<file path="src/rtl/cpu_defs.sv">
// Shared definitions for the CPU front end: fetch-state encodings, next-PC
// selector codes and the reset/bubble constants.
package cpu_defs;

  localparam int unsigned XLEN = 32;

  localparam logic [XLEN-1:0] NOP_INS          = 32'h0000_0000;
  localparam logic [XLEN-1:0] RESET_PC_DEFAULT = 32'h0000_0000;
  localparam logic [XLEN-1:0] WORD_ALIGN_MASK  = 32'hFFFF_FFFC;

  typedef enum logic {
    FS_REQ  = 1'b0,
    FS_HOLD = 1'b1
  } fetch_state_e;

  typedef enum logic [1:0] {
    NPC_KEEP = 2'd0,
    NPC_SEQ  = 2'd1,
    NPC_LIVE = 2'd2,
    NPC_PEND = 2'd3
  } npc_sel_e;

  function automatic logic [XLEN-1:0] word_align(input logic [XLEN-1:0] addr);
    return addr & WORD_ALIGN_MASK;
  endfunction

endpackage

</file>
<file path="src/rtl/fetch_next_pc.sv">
// Combinational next-PC selection: hold, sequential +4 (wraps modulo 2^32),
// live redirect target, or the redirect captured while an access was pending.
module fetch_next_pc
  import cpu_defs::*;
(
  input  logic [1:0]  sel_i,
  input  logic [31:0] pc_i,
  input  logic [31:0] redirect_pc_i,
  input  logic [31:0] pend_pc_i,
  output logic [31:0] npc_o,
  output logic [31:0] redirect_aligned_o
);

  assign redirect_aligned_o = word_align(redirect_pc_i);

  always_comb begin
    npc_o = pc_i;
    case (sel_i)
      NPC_SEQ:  npc_o = pc_i + 32'd4;
      NPC_LIVE: npc_o = redirect_aligned_o;
      NPC_PEND: npc_o = pend_pc_i;
      default:  npc_o = pc_i;
    endcase
  end

endmodule

</file>
<file path="src/rtl/instruction_fetch_stage.sv">
// Fetch stage: owns the PC, issues instruction-memory requests and feeds one
// instruction or a bubble per cycle into IF/ID, honouring stalls and redirects.
module instruction_fetch_stage
  import cpu_defs::*;
#(
  parameter logic [31:0] RESET_PC = RESET_PC_DEFAULT
) (
  input  logic        sys_clk,
  input  logic        rst,
  input  logic        in_stall,
  input  logic        in_redirect,
  input  logic [31:0] in_redirect_pc,
  input  logic        imem_ready,
  input  logic [31:0] imem_rdata,
  output logic        imem_req,
  output logic [31:0] imem_addr,
  output logic [31:0] ins_o,
  output logic [31:0] pc_o,
  output logic        is_stalling
);

  fetch_state_e state_q, state_d;
  logic [31:0]  pc_q, pc_d;
  logic [31:0]  buf_ins_q, buf_ins_d;
  logic         redir_pend_q, redir_pend_d;
  logic [31:0]  redir_pc_q, redir_pc_d;
  logic [31:0]  ins_q, ins_d;
  logic [31:0]  pc_out_q, pc_out_d;
  logic         stalling_q, stalling_d;

  npc_sel_e     npc_sel;
  logic [31:0]  redirect_aligned;

  fetch_next_pc u_next_pc (
    .sel_i              (npc_sel),
    .pc_i               (pc_q),
    .redirect_pc_i      (in_redirect_pc),
    .pend_pc_i          (redir_pc_q),
    .npc_o              (pc_d),
    .redirect_aligned_o (redirect_aligned)
  );

  always_comb begin
    state_d      = state_q;
    npc_sel      = NPC_KEEP;
    buf_ins_d    = buf_ins_q;
    redir_pend_d = redir_pend_q;
    redir_pc_d   = redir_pc_q;
    ins_d        = ins_q;
    pc_out_d     = pc_out_q;
    stalling_d   = stalling_q;

    case (state_q)
      FS_REQ: begin
        if (imem_ready && (in_redirect || redir_pend_q)) begin
          // Word belongs to the wrong path; a live redirect beats the pending one.
          npc_sel      = in_redirect ? NPC_LIVE : NPC_PEND;
          redir_pend_d = 1'b0;
          if (!in_stall) begin
            ins_d      = NOP_INS;
            stalling_d = 1'b1;
          end
        end else if (imem_ready) begin
          if (!in_stall) begin
            ins_d      = imem_rdata;
            pc_out_d   = pc_q;
            stalling_d = 1'b0;
            npc_sel    = NPC_SEQ;
          end else begin
            buf_ins_d = imem_rdata;
            state_d   = FS_HOLD;
          end
        end else begin
          // PC must not move while the access is outstanding; park the target.
          if (in_redirect) begin
            redir_pend_d = 1'b1;
            redir_pc_d   = redirect_aligned;
          end
          if (!in_stall) begin
            ins_d      = NOP_INS;
            stalling_d = 1'b1;
          end
        end
      end

      FS_HOLD: begin
        if (in_redirect) begin
          npc_sel = NPC_LIVE;
          state_d = FS_REQ;
          if (!in_stall) begin
            ins_d      = NOP_INS;
            stalling_d = 1'b1;
          end
        end else if (!in_stall) begin
          ins_d      = buf_ins_q;
          pc_out_d   = pc_q;
          stalling_d = 1'b0;
          npc_sel    = NPC_SEQ;
          state_d    = FS_REQ;
        end
      end

      default: state_d = FS_REQ;
    endcase
  end

  always_ff @(posedge sys_clk or posedge rst) begin
    if (rst) begin
      state_q      <= FS_REQ;
      pc_q         <= word_align(RESET_PC);
      buf_ins_q    <= 32'h0;
      redir_pend_q <= 1'b0;
      redir_pc_q   <= 32'h0;
      ins_q        <= NOP_INS;
      pc_out_q     <= word_align(RESET_PC);
      stalling_q   <= 1'b1;
    end else begin
      state_q      <= state_d;
      pc_q         <= pc_d;
      buf_ins_q    <= buf_ins_d;
      redir_pend_q <= redir_pend_d;
      redir_pc_q   <= redir_pc_d;
      ins_q        <= ins_d;
      pc_out_q     <= pc_out_d;
      stalling_q   <= stalling_d;
    end
  end

  assign imem_req    = (state_q == FS_REQ) && !rst;
  assign imem_addr   = pc_q;
  assign ins_o       = ins_q;
  assign pc_o        = pc_out_q;
  assign is_stalling = stalling_q;

endmodule
</file>
<file path="config.mk">
export PLATFORM = sky130hd
export DESIGN_NAME = instruction_fetch_stage
export DESIGN_NICKNAME = d
export VERILOG_FILES = /design/src/rtl/cpu_defs.sv /design/src/rtl/fetch_next_pc.sv /design/src/rtl/instruction_fetch_stage.sv
export SDC_FILE = /design/constraint.sdc
export NUM_CORES = 1
export LEC_CHECK = 0
export BUFFER_PORTS_ARGS = -buffer_cell sky130_fd_sc_hd__clkbuf_2
export CAP_MARGIN = 20
export CORE_UTILIZATION = 37
export DETAILED_ROUTE_END_ITERATION = 10
export SETUP_SLACK_MARGIN = 0.2
export SKIP_CTS_REPAIR_TIMING = 1
export SYNTH_ARGS = -nofsm -noshare
export SYNTH_HDL_FRONTEND = slang
export SYNTH_HIERARCHICAL = 1
export SYNTH_SLANG_ARGS = --single-unit
</file>
<file path="constraint.sdc">
create_clock -name sys_clk -period 5.5 [get_ports sys_clk]
set_input_delay 0 -clock sys_clk [delete_from_list [all_inputs] [get_ports sys_clk]]
set_output_delay 0 -clock sys_clk [all_outputs]
set_load 0.01 [all_outputs]
</file>
## Word-level counts from Yosys, hierarchy flattened

Cells that the tools add are included.

| storage, ports and cells | value |
|---|---|
| bits in registers | 161 |
| input bits | 69 |
| output and inout bits | 98 |

| operators by class | value |
|---|---|
| add/sub/neg operators | 1 |
| eq/ne operators | 9 |
| muxes and demuxes | 33 |
| bitwise logic cells | 3 |
| reduce and logical (&&, ||, !) cells | 11 |

Operator list:

| kind | number |
|---|---|
| $mux W32 | 10 |
| $pmux W32 S2 | 2 |
| $pmux W32 S3 | 1 |
| $add A32 B3 Y32 const B | 1 |
| $mux W1 | 15 |
| $reduce_and A4 Y1 | 2 |
| $ne A2 B2 Y1 const B | 3 |
| $reduce_and A3 Y1 | 2 |
| $eq A2 B2 Y1 const B | 2 |
| $mux W2 | 2 |
| $ne A4 B4 Y1 const B | 1 |
| $pmux W1 S2 | 2 |
| $pmux W2 S2 | 1 |
| $ne A3 B3 Y1 const B | 1 |
| $not A1 Y1 | 3 |
| $reduce_bool A3 Y1 | 1 |
| $eq A2 B1 Y1 const B | 1 |
| $logic_and A1 B1 Y1 | 2 |
| $ne A2 B1 Y1 const B | 1 |
| $reduce_and A2 Y1 | 1 |
| $reduce_bool A2 Y1 | 1 |
| $logic_not A1 Y1 | 1 |
| $logic_or A1 B1 Y1 | 1 |

## Depth between registers and ports, before layout

| depth | value |
|---|---|
| depth in word-level cells | 6 |
| mapped depth | 11 |
| gate-level depth less buffers | 7 |

## Hierarchy

The synthesis kept the hierarchy.

By module, submodules not included:

| module | instances | cells each | area an instance (µm²) | seq. area each (µm²) |
|---|---|---|---|---|
| instruction_fetch_stage | 1 | 439 | 6,387.4 | 4,080.2 |
| fetch_next_pc | 1 | 262 | 1,767.9 | 0.0 |

## Worst setup path after synthesis

OpenSTA, ideal clock, no wires.

| timing | value |
|---|---|
| path type | register -> register |
| from | register state_q |
| to | register pc_q[21], in the netlist imem_addr[21] |
| setup time | 0.124 ns |
| data arrival time | 2.431 ns |
| slack | 2.945 ns |
| cell stages (with the launch flop) | 12 |
| period minus slack after synthesis | 2.555 ns |
| cells stage by stage | dfrtp_1 -> buf_2 -> inv_2 -> clkbuf_1 -> nand2_1 -> a211oi_1 -> and3_1 -> buf_2 -> nand4_2 -> buf_6 -> o31a_1 -> o31a_1 |

| between the ends | value |
|---|---|
| cells in the longest elaborated chain, start to end | 4 |
| elaborated cells on any way between the ends | 7 |
| classes of those cells | eq/ne (3); mux (2); bitwise (1); reduce/logical (1) |

Ends and longest elaborated chain:

| what | line | source |
|---|---|---|
| start: declaration | instruction_fetch_stage.sv:22 | `fetch_state_e state_q, state_d;` |
| start signal: assignment | instruction_fetch_stage.sv:118 | `state_q <= state_d;` |
| $not A1 Y1 (no source line) | - |  |
| $pmux W2 S2 (*) | instruction_fetch_stage.sv:53 | `case (state_q)` |
| named net npc_sel[0] | instruction_fetch_stage.sv:31 | `npc_sel_e npc_sel;` |
| $eq A2 B2 Y1 or $eq A2 B1 Y1 (tied branches) | fetch_next_pc.sv:18 | `case (sel_i)` |
| $pmux W32 S3 (*) | fetch_next_pc.sv:18 |  |
| named net pc_d[21] | instruction_fetch_stage.sv:23 | `logic [31:0] pc_q, pc_d;` |
| end signal: assignment | instruction_fetch_stage.sv:110 | `pc_q <= word_align(RESET_PC);` |
| end signal: assignment | instruction_fetch_stage.sv:119 | `pc_q <= pc_d;` |
| end: declaration | instruction_fetch_stage.sv:23 |  |

The timed path passes the listed nets; every way through them passes the cells marked *.
A chain may end at the register's enable or synchronous reset.

## Worst setup path after layout

| timing | value |
|---|---|
| from | register state_q |
| to | register pc_q[22], in the netlist imem_addr[22] |

Same word-level chain as after synthesis.

==> impl_metrics.tcl <==
set metrics [dict create \
    first_pass_iters 5 \
    fmax_ghz 0.2996 \
    ys_ff_latch 163 \
    die_y_um 150.5 \
    required_ps 5850 \
    reg2reg_slack_ps 2160 \
    io_buffers 164 \
    fin_util 0.4770 \
    power_density_nw_per_um2 357.0 \
    yosysTopAreaCell "dfrtp_1" \
    arrival_ps 3690 \
    hold_viol 0 \
    syn_area_per_cell_um2 11.63 \
    finalSetupTns_ps 0 \
    maxCapViolations 0 \
    cts_max_level 4 \
    async_flop_share 1.000 \
    seq_area_frac_synth 0.5003 \
    syn2layout_area_growth_pct 24.52 \
    first_global_vias 5625 \
    cts_tree "yes" \
    numCtsBuffers 17 \
    timing.rr.start "state_q" \
    synth_area_leaders "dfrtp_1, mux2_1, a22oi_2, o2bb2ai_1, buf_4" \
    yosysWarnings 6 \
    syn_area_um2 8155 \
    via_per_inst 5.234 \
    path_class "reg -> reg" \
    setup_viol 0 \
    track_usage 0.1813 \
    skew_ps 12.13 \
    clockRootBuffer "clkbuf_16" \
    hold-path-endpoint "state_q" \
    clk_transition_reported_paths_ps 70 \
    ys_types 62 \
    wirelength_mm 20.38 \
    start_kind "flop" \
    slew_headroom 0.3971 \
    start_util 0.3831 \
    rows 53 \
    status "finished, final reports clean" \
    die_w_um 150.5 \
    dr.first_iter.drc_count 372 \
    wire_per_inst_um 17.47 \
    postSynthCellCount 701 \
    num_vias 6108 \
    drive_gt1_frac 0.2926 \
    mostFrequentLayoutCell "clkbuf_2" \
    min_path_type "in -> reg" \
    most-common-layout-cells "clkbuf_2, dfrtp_1, mux2_1" \
    num_antenna_cells 0 \
    slew_viol_final 0 \
    r2r-end "imem_addr[22]" \
    critPathMaxFanout 37 \
    grt_pass1_wl_mm 31.41 \
    synthFlopType "dfrtp_1" \
    ir_worst_vdd_uv 203.9 \
    tightest_slew_ps 904.4 \
    fin_crit_sh 0.6069 \
    grt_max_degree 96 \
    clkLatencyLatePin_ps 430 \
    min_from "in_redirect" \
    dp_hpwl_mm 13.12 \
    p_leak_uw 0.004507 \
    rsz0062_at_grt "no" \
    hold_path_depth 3 \
    pin_count 167 \
    worstSetupEndpointType "flop" \
    core-area_um2 21290 \
    yosysTopAreaCellShare 0.4971 \
    antenna_found_initial 0 \
    drt.antenna.violating_nets 0 \
    clkSinkCount 163 \
    post-route-min-period_ps 3338 \
    grt_overflow_total 0 \
    dieArea_um2 22640 \
    reg2reg_depth 7 \
    synth_edf_count 0 \
    place.gp.congestion 0.7370 \
    nets 950 \
    drc 0 \
    cts_buffer_depth 2 \
]
==> cell type report <==
class	instances	area, um^2
clock inverter	14	116.4
timing repair buffer	240	1567
multi-input combinational	446	3562
inverter	11	46.29
clock buffer	18	439.2
tap	275	344.1
sequential	163	4080
fill	1966	11130
==> worst max-delay path by stage <==
stage | to | from | cells past startpoint
2_1_floorplan | buf_ins_q[0] | rst | 1
3_3_place_gp | imem_addr[22] | state_q | 7
3_5_place_dp | imem_addr[22] | state_q | 7
4_1_cts | imem_addr[22] | state_q | 7
5_1_grt | imem_addr[22] | state_q | 7
6_report | imem_addr[22] | state_q | 7
==> critical path, stage by stage (launching register included) <==
cell,delay (ps)
dfrtp_1,390
inv_2,520
nand2_1,300
a211oi_4,350
and3_1,370
nand4_2,510
or4_1,660
a31oi_1,170
==> state kept, by name, indices dropped and copies added, names as in the netlist, named ones only <==
register,cells
buf_ins_q,32
imem_addr,32
ins_o,32
pc_o,32
redir_pc_q,32
redir_pend_q,1
state_q,1
==> cell usage after synthesis (all sizes together) (5+ instances only) <==
cell / number
dfrtp: 162
mux2: 97
buf: 62
nand2: 59
nor2: 43
o2bb2ai: 32
a22oi: 31
clkbuf: 20
mux2i: 18
o31a: 17
nand4: 15
nand3: 13
nor4: 12
a21oi: 11
inv: 10
nor2b: 10
a211oi: 9
o21ai: 8
nor3: 7
and3: 6
o211ai: 6
a31oi: 5
xnor2: 5
==> metal layers <==
metal	vias to the layer above	global-route usage	routed length, um
met5	-	0	0
met3	15	0.04576	1101
met1	3057	0.2502	9227
li1	2878	-	-
met2	158	0.2800	9778
met4	0	0.05202	275
==> per-stage QoR <==
step                setup slack, ps  instances  area (um^2)  total power, uW  hold slack (ps)
finish                         2162       1167        10150             3626            24.79
detailed placement             2214       1069         8929             2486            233.4
floorplan                      1097        702         8159             2141            42.92
CTS                            2184       1101         9484             3629           -218.7
global route                   1910       1167        10150             3829            34.97
global placement               2215       1069         8929             2460            237.8
==> logic make-up after synthesis <==
group | count (synthesis) | synth area share
flops | 163 | 0.5003
compound gates | 130 | 0.1402
mux | 116 | 0.1606
simple gates | 187 | 0.1161
buf+inv | 93 | 0.06950
other cells | 1 | 0.0004598
fa+ha+maj | 2 | 0.003068
xor+xnor | 9 | 0.009665
==> power breakdown <==
part | leakage [uW] | internal (uW) | switching (uW) | total, uW
Sequential | 0.00197 | 1460 | 209 | 1670
Combinational | 0.00226 | 389 | 437 | 826
Clock | 0.000281 | 606 | 527 | 1130
No activity file was read; power rests on OpenSTA's default activity.
